$ cat config.mk
export PLATFORM = sky130hd
export DESIGN_NAME = code_lock_ctrl
export DESIGN_NICKNAME = d
export VERILOG_FILES = /design/src/rtl/code_lock_ctrl_pkg.sv /design/src/rtl/code_lock_ctrl_equal_comparator_four.sv /design/src/rtl/code_lock_ctrl.sv
export SDC_FILE = /design/constraint.sdc
export NUM_CORES = 1
export LEC_CHECK = 0
export ABC_CLOCK_PERIOD_IN_PS = 3100
export CORE_MARGIN = 5
export CORE_UTILIZATION = 55
export CTS_BUF_LIST = sky130_fd_sc_hd__clkbuf_8
export CTS_CLUSTER_DIAMETER = 120
export DETAILED_ROUTE_END_ITERATION = 16
export GPL_ROUTABILITY_DRIVEN = 0
export GPL_TIMING_DRIVEN = 0
export HOLD_SLACK_MARGIN = 0.15
export PLACE_DENSITY = 0.85
export SETUP_SLACK_MARGIN = 0.3
export SYNTH_ARGS = -nofsm -noshare
export SYNTH_HDL_FRONTEND = slang
export SYNTH_HIERARCHICAL = 1
export SYNTH_SLANG_ARGS = --single-unit
$ cat constraint.sdc
create_clock -name clk -period 3.1 [get_ports clk]
set_input_delay 0.775 -clock clk [delete_from_list [all_inputs] [get_ports clk]]
set_output_delay 0.775 -clock clk [all_outputs]
set_load 0.05 [all_outputs]
$ cat src/rtl/code_lock_ctrl_pkg.sv
// Shared types and constants for the code lock controller.
// The PROGRAM state exists only when CODE_LOCK_PROGRAM_EN is defined.
package code_lock_ctrl_pkg;

  localparam int NIBBLE_W = 4;

  typedef enum logic [1:0] {
    ST_ENTRY,
    ST_OPEN,
    ST_LOCKOUT
`ifdef CODE_LOCK_PROGRAM_EN
    , ST_PROGRAM
`endif
  } state_t;

endpackage

$ cat src/rtl/code_lock_ctrl_equal_comparator_four.sv
// Four-bit equality compare between an entered digit and one stored code nibble.
module equal_comparator_four
  import code_lock_ctrl_pkg::*;
(
  input  logic [NIBBLE_W-1:0] a,
  input  logic [NIBBLE_W-1:0] b,
  output logic                eq
);

  assign eq = (a == b);

endmodule

$ cat src/rtl/code_lock_ctrl.sv
// Digit-entry code lock with failed-attempt lockout and optional code programming.
// Define CODE_LOCK_PROGRAM_EN to build the PROGRAM state, shadow register and prog_req path.
module code_lock_ctrl
  import code_lock_ctrl_pkg::*;
#(
  parameter int                              NUM_DIGITS     = 4,
  parameter int                              MAX_TRIES      = 3,
  parameter int                              LOCKOUT_CYCLES = 16,
  parameter logic [NUM_DIGITS*NIBBLE_W-1:0]  DEFAULT_CODE   = 16'h1234
) (
  input  logic                          clk,
  input  logic                          rst,
  input  logic [NIBBLE_W-1:0]           digit,
  input  logic                          digit_valid,
  input  logic                          clear,
  input  logic                          lock_req,
  input  logic                          prog_req,
  output logic                          unlock,
  output logic                          error,
  output logic                          locked_out,
  output logic [1:0]                    fail_cnt,
  output logic [$clog2(NUM_DIGITS)-1:0] digit_idx
);

  localparam int                 IDX_W      = $clog2(NUM_DIGITS);
  localparam int                 CODE_W     = NUM_DIGITS * NIBBLE_W;
  localparam int                 LCNT_W     = $clog2(LOCKOUT_CYCLES + 1);
  localparam logic [IDX_W-1:0]   LAST_IDX   = IDX_W'(NUM_DIGITS - 1);
  localparam logic [1:0]         FAIL_LIMIT = 2'(MAX_TRIES);
  localparam logic [LCNT_W-1:0]  LCNT_LOAD  = LCNT_W'(LOCKOUT_CYCLES - 1);

  state_t              state_q, state_d;
  logic                match_q;
  logic [LCNT_W-1:0]   lcnt_q;
  logic [CODE_W-1:0]   code_w;
  logic [NIBBLE_W-1:0] code_nib [NUM_DIGITS];
  logic [NIBBLE_W-1:0] sel_nib;
  logic                cur_eq, last_digit, entry_done, full_match, fail_evt, to_lockout;
  logic [1:0]          fail_inc;
  logic                unlock_d, error_d, locked_out_d;

`ifdef CODE_LOCK_PROGRAM_EN
  logic [CODE_W-1:0] code_q, shadow_q, shadow_nxt;
  assign code_w = code_q;
`else
  logic unused_prog_req;
  assign unused_prog_req = prog_req;
  assign code_w          = DEFAULT_CODE;
`endif

  // Digit 0 lives in the most significant nibble of the code word.
  always_comb begin
    for (int i = 0; i < NUM_DIGITS; i++)
      code_nib[i] = code_w[(NUM_DIGITS-1-i)*NIBBLE_W +: NIBBLE_W];
  end

  assign sel_nib = code_nib[digit_idx];

  equal_comparator_four u_cmp (
    .a  (digit),
    .b  (sel_nib),
    .eq (cur_eq)
  );

  assign last_digit = (digit_idx == LAST_IDX);
  assign entry_done = (state_q == ST_ENTRY) && digit_valid && !clear && last_digit;
  assign full_match = match_q && cur_eq;
  assign fail_evt   = entry_done && !full_match;
  assign fail_inc   = fail_cnt + 2'd1;
  assign to_lockout = fail_evt && (fail_inc == FAIL_LIMIT);

  // State register; the registered outputs follow the next state so they align with it.
  // NOTE: sequential state uses non-blocking assignments so every flop samples pre-edge values.
  always_ff @(posedge clk) begin
    if (rst) begin
      state_q    <= ST_ENTRY;
      unlock     <= 1'b0;
      error      <= 1'b0;
      locked_out <= 1'b0;
    end else begin
      state_q    <= state_d;
      unlock     <= unlock_d;
      error      <= error_d;
      locked_out <= locked_out_d;
    end
  end

  // NOTE: a default assignment first keeps this block free of inferred latches.
  always_comb begin
    state_d = state_q;
    case (state_q)
      ST_ENTRY:
        if (entry_done) begin
          if (full_match)      state_d = ST_OPEN;
          else if (to_lockout) state_d = ST_LOCKOUT;
        end
      ST_OPEN:
        if (lock_req) state_d = ST_ENTRY;
`ifdef CODE_LOCK_PROGRAM_EN
        else if (prog_req) state_d = ST_PROGRAM;
      ST_PROGRAM:
        if (clear || (digit_valid && last_digit)) state_d = ST_OPEN;
`endif
      ST_LOCKOUT:
        if (lcnt_q == '0) state_d = ST_ENTRY;
      default: state_d = ST_ENTRY;
    endcase
  end

  always_comb begin
    unlock_d     = (state_d == ST_OPEN);
`ifdef CODE_LOCK_PROGRAM_EN
    unlock_d     = unlock_d || (state_d == ST_PROGRAM);
`endif
    locked_out_d = (state_d == ST_LOCKOUT);
    error_d      = fail_evt;
  end

`ifdef CODE_LOCK_PROGRAM_EN
  always_comb begin
    shadow_nxt = shadow_q;
    for (int i = 0; i < NUM_DIGITS; i++)
      if (digit_idx == IDX_W'(i))
        shadow_nxt[(NUM_DIGITS-1-i)*NIBBLE_W +: NIBBLE_W] = digit;
  end
`endif

  // Entry datapath: digit index, sticky match, failure count, lockout timer, stored code.
  // NOTE: the stored code is a small register, not a memory, so it is reset to DEFAULT_CODE.
  always_ff @(posedge clk) begin
    if (rst) begin
      digit_idx <= '0;
      match_q   <= 1'b1;
      fail_cnt  <= '0;
      lcnt_q    <= '0;
`ifdef CODE_LOCK_PROGRAM_EN
      code_q    <= DEFAULT_CODE;
      shadow_q  <= DEFAULT_CODE;
`endif
    end else begin
      case (state_q)
        ST_ENTRY:
          if (clear) begin
            digit_idx <= '0;
            match_q   <= 1'b1;
          end else if (digit_valid) begin
            if (last_digit) begin
              digit_idx <= '0;
              match_q   <= 1'b1;
              fail_cnt  <= full_match ? 2'd0 : fail_inc;
              if (to_lockout) lcnt_q <= LCNT_LOAD;
            end else begin
              digit_idx <= digit_idx + IDX_W'(1);
              match_q   <= full_match;
            end
          end
        ST_OPEN: begin
          digit_idx <= '0;
          match_q   <= 1'b1;
        end
        ST_LOCKOUT:
          if (lcnt_q == '0) fail_cnt <= '0;
          else              lcnt_q   <= lcnt_q - LCNT_W'(1);
`ifdef CODE_LOCK_PROGRAM_EN
        ST_PROGRAM:
          if (clear) begin
            digit_idx <= '0;
          end else if (digit_valid) begin
            shadow_q <= shadow_nxt;
            if (last_digit) begin
              digit_idx <= '0;
              code_q    <= shadow_nxt;
            end else begin
              digit_idx <= digit_idx + IDX_W'(1);
            end
          end
`endif
        default: digit_idx <= '0;
      endcase
    end
  end

endmodule

# --- Word-level counts from Yosys, hierarchy flattened ---
# Cells that the tools add are included.
word_totals:
  reg_bits: 15
  in_bits: 10
  output_inout_bits: 7
  elab_cells: 73
classes:
  add_sub_neg: 3
  magnitude_cmp: 1
  eq_ne: 14
  muxes: 29
  bitwise: 2
  reduce_logical: 16
op_table:
  columns: ["operator", "count"]
  rows:
  - ["2-bit 2-to-1 mux", 13]
  - ["5-bit 2-to-1 mux", 5]
  - ["2-bit != test, second input constant", 6]
  - ["5-bit one-hot mux with 2 select lines", 1]
  - ["4-bit binary-select mux with 2-bit select", 1]
  - ["2-bit equality test, second input constant", 4]
  - ["4-bit 2-to-1 mux", 2]
  - ["2-bit one-hot mux with 2 select lines", 2]
  - ["1-bit logical AND", 6]
  - ["2-bit one-hot mux with 3 select lines", 1]
  - ["6-bit AND reduction", 1]
  - ["5-bit logical NOT", 1]
  - ["5-bit AND reduction", 1]
  - ["5-bit by 1-bit subtractor with 5-bit output, second input constant", 1]
  - ["2-bit by 1-bit adder with 2-bit output, second input constant", 2]
  - ["2-bit by 1-bit equality test with 1-bit output, second input constant", 2]
  - ["4-bit equality test", 1]
  - ["2-bit AND reduction", 2]
  - ["2-bit nonzero test", 2]
  - ["3-bit >= comparator, second input constant", 1]
  - ["1-bit 2-to-1 mux", 3]
  - ["3-bit != test, second input constant", 1]
  - ["2-bit inverter with 3-bit output", 1]
  - ["1-bit logical NOT", 2]
  - ["other kinds (3)", 3]

# --- Logic depth before layout (Yosys ltp) ---
# Gate-level depths: netlist of the first run.
logic_depth:
  word_depth: 14
  mapped_depth: 8
  ltp_nobuf: 8

# --- Modules after synthesis ---
# The synthesis of the first run kept the hierarchy.
modules_own_cells:
  columns: ["mod", "n_inst", "cells_per_inst", "area_each_um2", "seq_area_each_um2"]
  rows:
  - ["code_lock_ctrl", 1, 81, 764.5, 300.3]
  - ["equal_comparator_four", 1, 5, 47.5, 0.0]

# --- Worst setup path before layout of the first run ---
# OpenSTA, ideal clock, no wires.
synth_timing:
  path_type: "reg2reg"
  startpoint: "reg digit_idx[0]"
  endpoint: "reg match_q"
  setup_time_ps: 133
  t_arrival_ps: 2376
  required_ps: 2967
  setup_slack_ps: 591
  path_stages_with_launch: 9
  n_path_buf: 0
  synth_period_minus_slack_ps: 2509
  cell_sequence: "dfxtp_1 inv_1 ha_1 or2_2 xor2_1 nor4_2 or4b_2 a21oi_1 o221ai_1"
synth_via:
  elab_chain_cells: 10
  word_cells_on_any_way: 11
  cone_classes: "eq/ne (2); mux (7); bitwise (1); reduce/logical (1)"
synth_lines:
  columns: ["element", "line_no", "rtl"]
  rows:
  - ["from (decl)", "code_lock_ctrl.sv:22", "output logic [$clog2(NUM_DIGITS)-1:0] digit_idx"]
  - ["from (signal assigned)", "code_lock_ctrl.sv:153", "digit_idx <= digit_idx + IDX_W'(1);"]
  - ["2-bit inverter with 3-bit output (implied by the code)", "code_lock_ctrl.sv:57", "assign sel_nib = code_nib[digit_idx];"]
  - ["4-bit binary-select mux with 2-bit select", "code_lock_ctrl.sv:57", null]
  - ["4-bit 2-to-1 mux (implied by the code) (2 in a row)", "code_lock_ctrl.sv:57", null]
  - ["via sel_nib[0]", "code_lock_ctrl.sv:37", "logic [NIBBLE_W-1:0] sel_nib;"]
  - ["4-bit equality test", "code_lock_ctrl_equal_comparator_four.sv:10", "assign eq = (a == b);"]
  - ["via cur_eq", "code_lock_ctrl.sv:38", "logic cur_eq, last_digit, entry_done, full_match, fail_evt, to_lockout;"]
  - ["1-bit logical AND", "code_lock_ctrl.sv:67", "assign full_match = match_q && cur_eq;"]
  - ["1-bit 2-to-1 mux", "code_lock_ctrl.sv:147", "if (last_digit) begin"]
  - ["1-bit 2-to-1 mux", "code_lock_ctrl.sv:146", "end else if (digit_valid) begin"]
  - ["1-bit 2-to-1 mux", "code_lock_ctrl.sv:143", "if (clear) begin"]
  - ["1-bit one-hot mux with 2 select lines", "code_lock_ctrl.sv:141", "case (state_q)"]
  - ["to (signal assigned)", "code_lock_ctrl.sv:154", "match_q <= full_match;"]
  - ["to (decl)", "code_lock_ctrl.sv:33", "logic match_q;"]
# The timed path passes the listed nets, and every way through them passes these cells. The select of a mux whose other input is x is not followed.
# A chain may end at the register's enable or synchronous reset.

# --- Worst setup path after layout of the first run ---
layout_timing:
  startpoint: "in digit[1]"
  endpoint: "reg match_q"
layout_via:
  elab_chain_cells: 6
layout_lines:
  columns: ["element", "line_no", "rtl"]
  rows:
  - ["from (decl)", "code_lock_ctrl.sv:13", "input logic [NIBBLE_W-1:0] digit,"]
  - ["4-bit equality test", "code_lock_ctrl_equal_comparator_four.sv:10", null]
  - ["via cur_eq", "code_lock_ctrl.sv:38", null]
  - ["1-bit logical AND", "code_lock_ctrl.sv:67", null]
  - ["1-bit 2-to-1 mux", "code_lock_ctrl.sv:147", null]
  - ["1-bit 2-to-1 mux", "code_lock_ctrl.sv:146", null]
  - ["1-bit 2-to-1 mux", "code_lock_ctrl.sv:143", null]
  - ["1-bit one-hot mux with 2 select lines", "code_lock_ctrl.sv:141", null]
# The timed path passes the listed nets, and every way through them passes these cells. The select of a mux whose other input is x is not followed.

==> results of run 1 <==
==> registers in the layout (all words and copies together), names as in the netlist <==
signal / cells
lcnt_q: 5
digit_idx: 2
fail_cnt: 2
state_q: 2
error: 1
locked_out: 1
match_q: 1
unlock: 1
==> worst max path at each step <==
stage | from | to | slack [ns] | depth (start not counted)
2_1_floorplan | digit_idx[0] | match_q | 0.59 | 8
3_3_place_gp | digit[3] | match_q | 0.59 | 6
3_5_place_dp | digit[2] | match_q | 0.57 | 6
4_1_cts | digit_idx[0] | fail_cnt[0] | 0.82 | 8
5_1_grt | digit_idx[0] | fail_cnt[0] | 0.65 | 8
6_report | digit[1] | match_q | 0.84 | 6
==> per-layer routing <==
metal	GRT usage, %	wire length [µm]
met2	23.91	830
met5	0	0
met1	18.59	737
met3	5.199	75
met4	11.98	46
==> power groups by stage <==
stage	sequential, mW	clock, mW	combinational (mW)
floorplan	0.203	0	0.0175
global placement	0.200	0	0.0367
detailed placement	0.200	0	0.0380
CTS	0.196	0.158	0.0381
global route	0.197	0.167	0.0414
finish	0.196	0.153	0.0378
==> stage by stage <==
stage	instances	worst slack, ns	hold WS [ns]	util (%)
after floorplan	86	0.5911	0.4826	-
after global routing	120	0.6505	0.5491	76.00
final	120	0.8407	0.5176	76.00
after global placement	116	0.5868	0.4936	72.66
after detailed placement	116	0.5716	0.5096	72.66
after CTS	120	0.8224	0.5193	76.00
==> cell type report <==
cell class	count	area [µm²]
Clock buffer	3	41.29
Multi-Input combinational cell	63	481.7
Inverter	7	26.28
Clock inverter	1	3.754
Tap cell	15	18.77
Fill cell	107	324.1
Buffer	1	3.754
Timing Repair Buffer	15	150.1
Sequential cell	15	300.3
==> cells by family (layout without fill, tap and decap cells) <==
kind of cell    Yosys count  after routing  synth area share, %
simple gates             30             30                24.96
mux                       2              2                2.619
xor+xnor                  4              4                4.314
buf+inv                   8             27                3.698
flops                    15             15                36.98
other cells               1              1               0.4618
compound gates           20             20                17.72
fa+ha+maj                 6              6                9.245
==> synthesized netlist by cell type (2+ instances only) <==
cell	number
a21oi_1	5
a31o_1	2
a31oi_1	3
dfxtp_1	15
ha_1	6
inv_1	7
nand2_1	3
nand3b_1	2
nand4_1	3
nor2_1	2
nor2b_1	3
nor3_1	3
or2_2	2
or3_2	2
xor2_1	4
==> key figures, run 1 <==
Power
  • Clock share of power: 39.6%
  • Leakage: 0.4020 nW
  • NetSw: 0.08532 mW
  • Total Power: 0.3874 mW
  • Share of power burned in registers: 50.7%
  • Sw Ratio: 22.03%
  • Pint: 0.3020 mW
  • PwrDens: 377.6 nW/µm²
  • Combinational share of power: 9.8%
  • Peak supply drop: 0.2984 mV

Clock network
  • Root buf cell: clkbuf_8
  • Maximum clock path buffer count: 2
  • Latest clock arrival within the worst-skew pair: 0.25 ns
  • CTS sink cnt: 15
  • # H-tree levels: 1
  • CTS clock-pin slew for the worst setup and hold paths: 0.06 ns
  • Post-CTS Resized: 0
  • Clock buffer count from CTS: 3
  • Hold buffers post-CTS: 0
  • CTS tree: done
  • Postcts setup bufs: 0

Critical path
  • Crit. End Element: flip-flop
  • Critical path class: in -> reg
  • Max stage delay on crit path: 0.61 ns
  • Kind of cell adding the most delay to the critical path: simple AND/OR/NAND/NOR gates
  • Worst R2R Path Depth: 8
  • R2R Setup Slk: 0.84 ns
  • Crit path DAT: 2.39 ns
  • FF-to-FF Start: digit_idx[0]
  • Worst Path Required: 3.23 ns
  • Startpoint Class: input pin
  • Reg2reg end: fail_cnt[0]
  • Slowest-stage cell, CP: or4b_2
  • Peak fanout along the critical path: 4
  • CP bufs+invs: 1
  • Crit path cell chain: clkdlybuf4s50_1, xor2_1, nor4_2, or4b_2, a21oi_1, o221ai_1

Logic synthesis
  • Synth area leader: dfxtp_1
  • Synth cell types: 39
  • Post-synth EDFFs: 0
  • Synth top area cells: dfxtp_1, ha_1, xor2_1
  • Synthesized area: 812.0 µm²
  • Syn avg cell area: 9.442 µm²
  • Synth top area share: 36.98%
  • Synthesis Warnings: 6
  • Register area share after synthesis: 36.98%
  • Mapped Nets: 102
  • Post-Syn Instances: 86
  • Top FF cell, synth: dfxtp_1
  • Async SR Flop Fraction: 0%
  • Flops & latches, synth: 15

Floorplan
  • Initial Utilization: 60.15%
  • Full die area: 2345 µm²
  • Core region area: 1350 µm²
  • Ports: 17
  • Die Ht: 48.43 µm
  • Site row count: 13
  • Die width: 48.43 µm

Timing
  • Period Utilization, post-route: 72.88%
  • Fin crit period: 2.259 ns
  • TNS Setup: 0 ns
  • Clock skew: 0.002167 ns
  • Fin. max-slew vios: 0
  • Worst slew pin tran: 0.4995 ns
  • Fmax achieved: 442.6 MHz
  • Slew headroom: 66.59%
  • Count of final setup violators: 0
  • RSZ-0062 raised after global routing: no
  • Final hold vios: 0

Detailed routing
  • Pre-Repair DR Iteration Count: 4
  • Routed WL: 1.690 mm
  • # DRC: 0
  • First DRT Iteration DRCs: 3
  • DR WL/cell: 14.08 µm
  • Routed Antenna Nets: 0
  • Vias: 698
  • Vias per cell: 5.817

GRT
  • Largest net degree at the start of global routing: 11
  • Overall Global Routing Usage: 15.97%
  • First-pass GRT wire length: 2.939 mm
  • Vias in the first global route: 690
  • Congestion Overflow GR: 0
  • Initial antenna violation count: 0

Hold path
  • Min-delay src: fail_cnt[1]
  • Hold depth: 1
  • Min-delay worst type: reg -> reg
  • Endpoint, Worst Hold: fail_cnt[1]

Final layout
  • Area Overhead vs Synth: 26.35%
  • Post-route cell area: 1026 µm²
  • Commonest cells after routing, fill and taps aside: dfxtp_1, clkdlybuf4s50_1, inv_1
  • Share of layout cells above drive strength 1: 11.43%
  • Fin nets: 122
  • Antenna Cells: 0

Run status
  • Outcome: completed

Placed design
  • Cell Area, Placed: 980.9 µm²
  • IO Port Bufs: 15
  • HPWL after detailed placement: 1.315 mm

Run
  • MaxCap Viol Count: 0
(Power assumes the default switching activity.)
==> inputs of run 2 (changes only) <==
--- a/config.mk
+++ b/config.mk
@@ -5,16 +5,16 @@
 export SDC_FILE = /design/constraint.sdc
 export NUM_CORES = 1
 export LEC_CHECK = 0
-export ABC_CLOCK_PERIOD_IN_PS = 3100
+export ABC_CLOCK_PERIOD_IN_PS = 2300
 export CORE_MARGIN = 5
-export CORE_UTILIZATION = 55
+export CORE_UTILIZATION = 51
 export CTS_BUF_LIST = sky130_fd_sc_hd__clkbuf_8
 export CTS_CLUSTER_DIAMETER = 120
 export DETAILED_ROUTE_END_ITERATION = 16
 export GPL_ROUTABILITY_DRIVEN = 0
 export GPL_TIMING_DRIVEN = 0
 export HOLD_SLACK_MARGIN = 0.15
-export PLACE_DENSITY = 0.85
+export PLACE_DENSITY = 0.8
 export SETUP_SLACK_MARGIN = 0.3
 export SYNTH_ARGS = -nofsm -noshare
 export SYNTH_HDL_FRONTEND = slang
==> constraint.sdc (replaced) <==
create_clock -name clk -period 2.3 [get_ports clk]
set_input_delay 0.575 -clock clk [delete_from_list [all_inputs] [get_ports clk]]
set_output_delay 0.575 -clock clk [all_outputs]
set_load 0.05 [all_outputs]
==> run 2 against run 1 <==
Clock-buffer cell count stayed put. Clock skew hardly changed. Non-clock buffer count is 1 higher. Design area is 12% higher. Register-to-register slack worse by 0.57 ns. Global-route usage is 0.20 points higher. Combinational power is 79% higher. Sequential share of layout area is 2.6 points lower. Via count is 2.4% higher.
==> key figures, run 2 (synthesis results as in run 1) <==
Critical path
  • Slowest-stage cell, CP: dfxtp_4
  • FF-to-FF Start: digit_idx[0]
  • R2R Setup Slk: 0.27 ns
  • Levels on crit path: 8
  • Worst setup path start: digit_idx[0]
  • Worst R2R Path Depth: 8
  • Startpoint Class: flip-flop
  • CP bufs+invs: 1
  • Critical Path Sink: fail_cnt[0]
  • Peak fanout along the critical path: 4
  • Crit path DAT: 2.16 ns
  • Crit path cell chain: inv_4, ha_4, or2_4, xor2_4, nor4_4, a211oi_2, and2_4, mux2_2
  • Kind of cell adding the most delay to the critical path: simple AND/OR/NAND/NOR gates
  • Max stage delay on crit path: 0.38 ns
  • Critical path class: reg -> reg
  • Crit. End Element: flip-flop
  • Worst Path Required: 2.43 ns
  • Reg2reg end: fail_cnt[0]

Power
  • Peak supply drop: 0.3898 mV
  • Total Power: 0.5327 mW
  • PwrDens: 461.7 nW/µm²
  • Leakage: 0.5126 nW

Detailed routing
  • Vias: 715
  • Routed WL: 1.845 mm
  • First DRT Iteration DRCs: 15
  • Pre-Repair DR Iteration Count: 4
  • Vias per cell: 5.861
  • # DRC: 0
  • Routed Antenna Nets: 0
  • DR WL/cell: 15.12 µm

Timing
  • RSZ-0062 raised after global routing: yes
  • WHS: 0.5223 ns
  • Fmax achieved: 493.3 MHz
  • Count of final setup violators: 0
  • Fin crit period: 2.027 ns
  • Clock skew: 0.002243 ns
  • Fin. max-slew vios: 0
  • Period Utilization, post-route: 88.14%
  • Slew headroom: 65.18%
  • Worst slew pin tran: 0.5215 ns
  • TNS Setup: 0 ns
  • Final hold vios: 0

Placed design
  • IO Port Bufs: 15
  • HPWL after detailed placement: 1.324 mm
  • Post-placement cell count: 117

Run
  • MaxCap Viol Count: 0

GRT
  • Met3 track demand over resource: 3.916%
  • Largest net degree at the start of global routing: 11
  • First-pass GRT wire length: 3.160 mm
  • Initial antenna violation count: 0
  • Congestion Overflow GR: 0
  • Overall Global Routing Usage: 16.17%
  • GR Util met1: 21.23%
  • Vias in the first global route: 658
  • Met2 usage: 24.36%
  • GRT busiest layer: met2

Final layout
  • Area Overhead vs Synth: 42.07%
  • Share of layout cells above drive strength 1: 24.53%
  • Finished Core Util: 76.58%
  • Commonest non-fill, non-tap cell in the layout: dfxtp_1
  • Antenna Cells: 0
  • Commonest cells after routing, fill and taps aside: dfxtp_1, clkdlybuf4s50_1, inv_1, dlymetal6s2s_1
  • Fill cells: 104
  • Largest reg by FF count: lcnt_q
  • Final std cells w/o fill: 122
  • Fin nets: 123
  • Max reg flops: 5

Clock network
  • Maximum clock path buffer count: 2
  • Clock buffer count from CTS: 3
  • CTS tree: done
  • Latest clock arrival within the worst-skew pair: 0.24 ns
  • CTS sink cnt: 15
  • CTS clock-pin slew for the worst setup and hold paths: 0.06 ns
  • Hold buffers post-CTS: 0
  • # H-tree levels: 1
  • Root buf cell: clkbuf_8

Floorplan
  • Ports: 17
  • Site row count: 14
  • Full die area: 2490 µm²
  • Core region area: 1506 µm²
  • Die Ht: 49.90 µm
  • Initial Utilization: 53.90%
  • Die width: 49.90 µm

Hold path
  • Min-delay worst type: reg -> reg

Run status
  • Outcome: completed
-- run 2: cell count changes in the layout (fill, tap and decap cells not counted), moves of 2 or more --
cell	previous run	this run
xor2_1	4	0
xor2_2	0	3
clkdlybuf4s50_1	15	8
dlymetal6s2s_1	0	6
inv_1	8	6
dfxtp_1	15	13
dfxtp_4	0	2
ha_4	0	2
inv_4	0	2
ha_1	6	4
-- run 2: layer usage --
| layer | wire length [µm] | vias to the layer above |
|---|---|---|
| met3 | 81 | 5 |
| li1 | - | 353 |
| met5 | 0 | - |
| met4 | 37 | 0 |
| met1 | 834 | 341 |
| met2 | 892 | 16 |
-- run 2: layout make-up --
cell class | instances | area (µm²) | share of cell area, %
clock inverter | 1 | 3.754 | 0.3254
timing repair buffer | 16 | 171.4 | 14.86
clock buffer | 3 | 41.29 | 3.579
multi-input combinational | 63 | 574.3 | 49.78
inverter | 7 | 31.28 | 2.711
tap | 16 | 20.02 | 1.735
buffer | 1 | 3.754 | 0.3254
sequential | 15 | 307.8 | 26.68
-- run 2: worst min-delay path by stage --
stage | startpoint | endpoint | slack [ns] | cells after the start
2_1_floorplan | state_q[0] | digit_idx[0] | 0.47 | 1
3_3_place_gp | fail_cnt[1] | fail_cnt[1] | 0.50 | 1
3_5_place_dp | fail_cnt[1] | fail_cnt[1] | 0.51 | 1
4_1_cts | fail_cnt[1] | fail_cnt[1] | 0.52 | 1
5_1_grt | lcnt_q[1] | lcnt_q[1] | 0.55 | 2
6_report | fail_cnt[1] | fail_cnt[1] | 0.52 | 1
-- run 2: stage by stage --
stage | worst slack [ns] | instance area [µm²]
after floorplan | 0.3085 | 830.8
after global placement | -0.008347 | 1001
after detailed placement | -0.04571 | 1001
after CTS | 0.2790 | 1076
after global routing | 0.2057 | 1154
final | 0.2727 | 1154
-- run 2: repair_timing --
action	CTS	global route
resized for setup	5	16
setup endpoints to repair	3	6
pin swaps	0	5
buffers inserted	0	1
-- run 2: power breakdown --
group | internal, mW | switching, mW | total (mW)
Sequential | 0.261 | 0.00366 | 0.264
Combinational | 0.0344 | 0.0332 | 0.0676
Clock | 0.118 | 0.0829 | 0.201
Total | 0.413 | 0.120 | 0.533
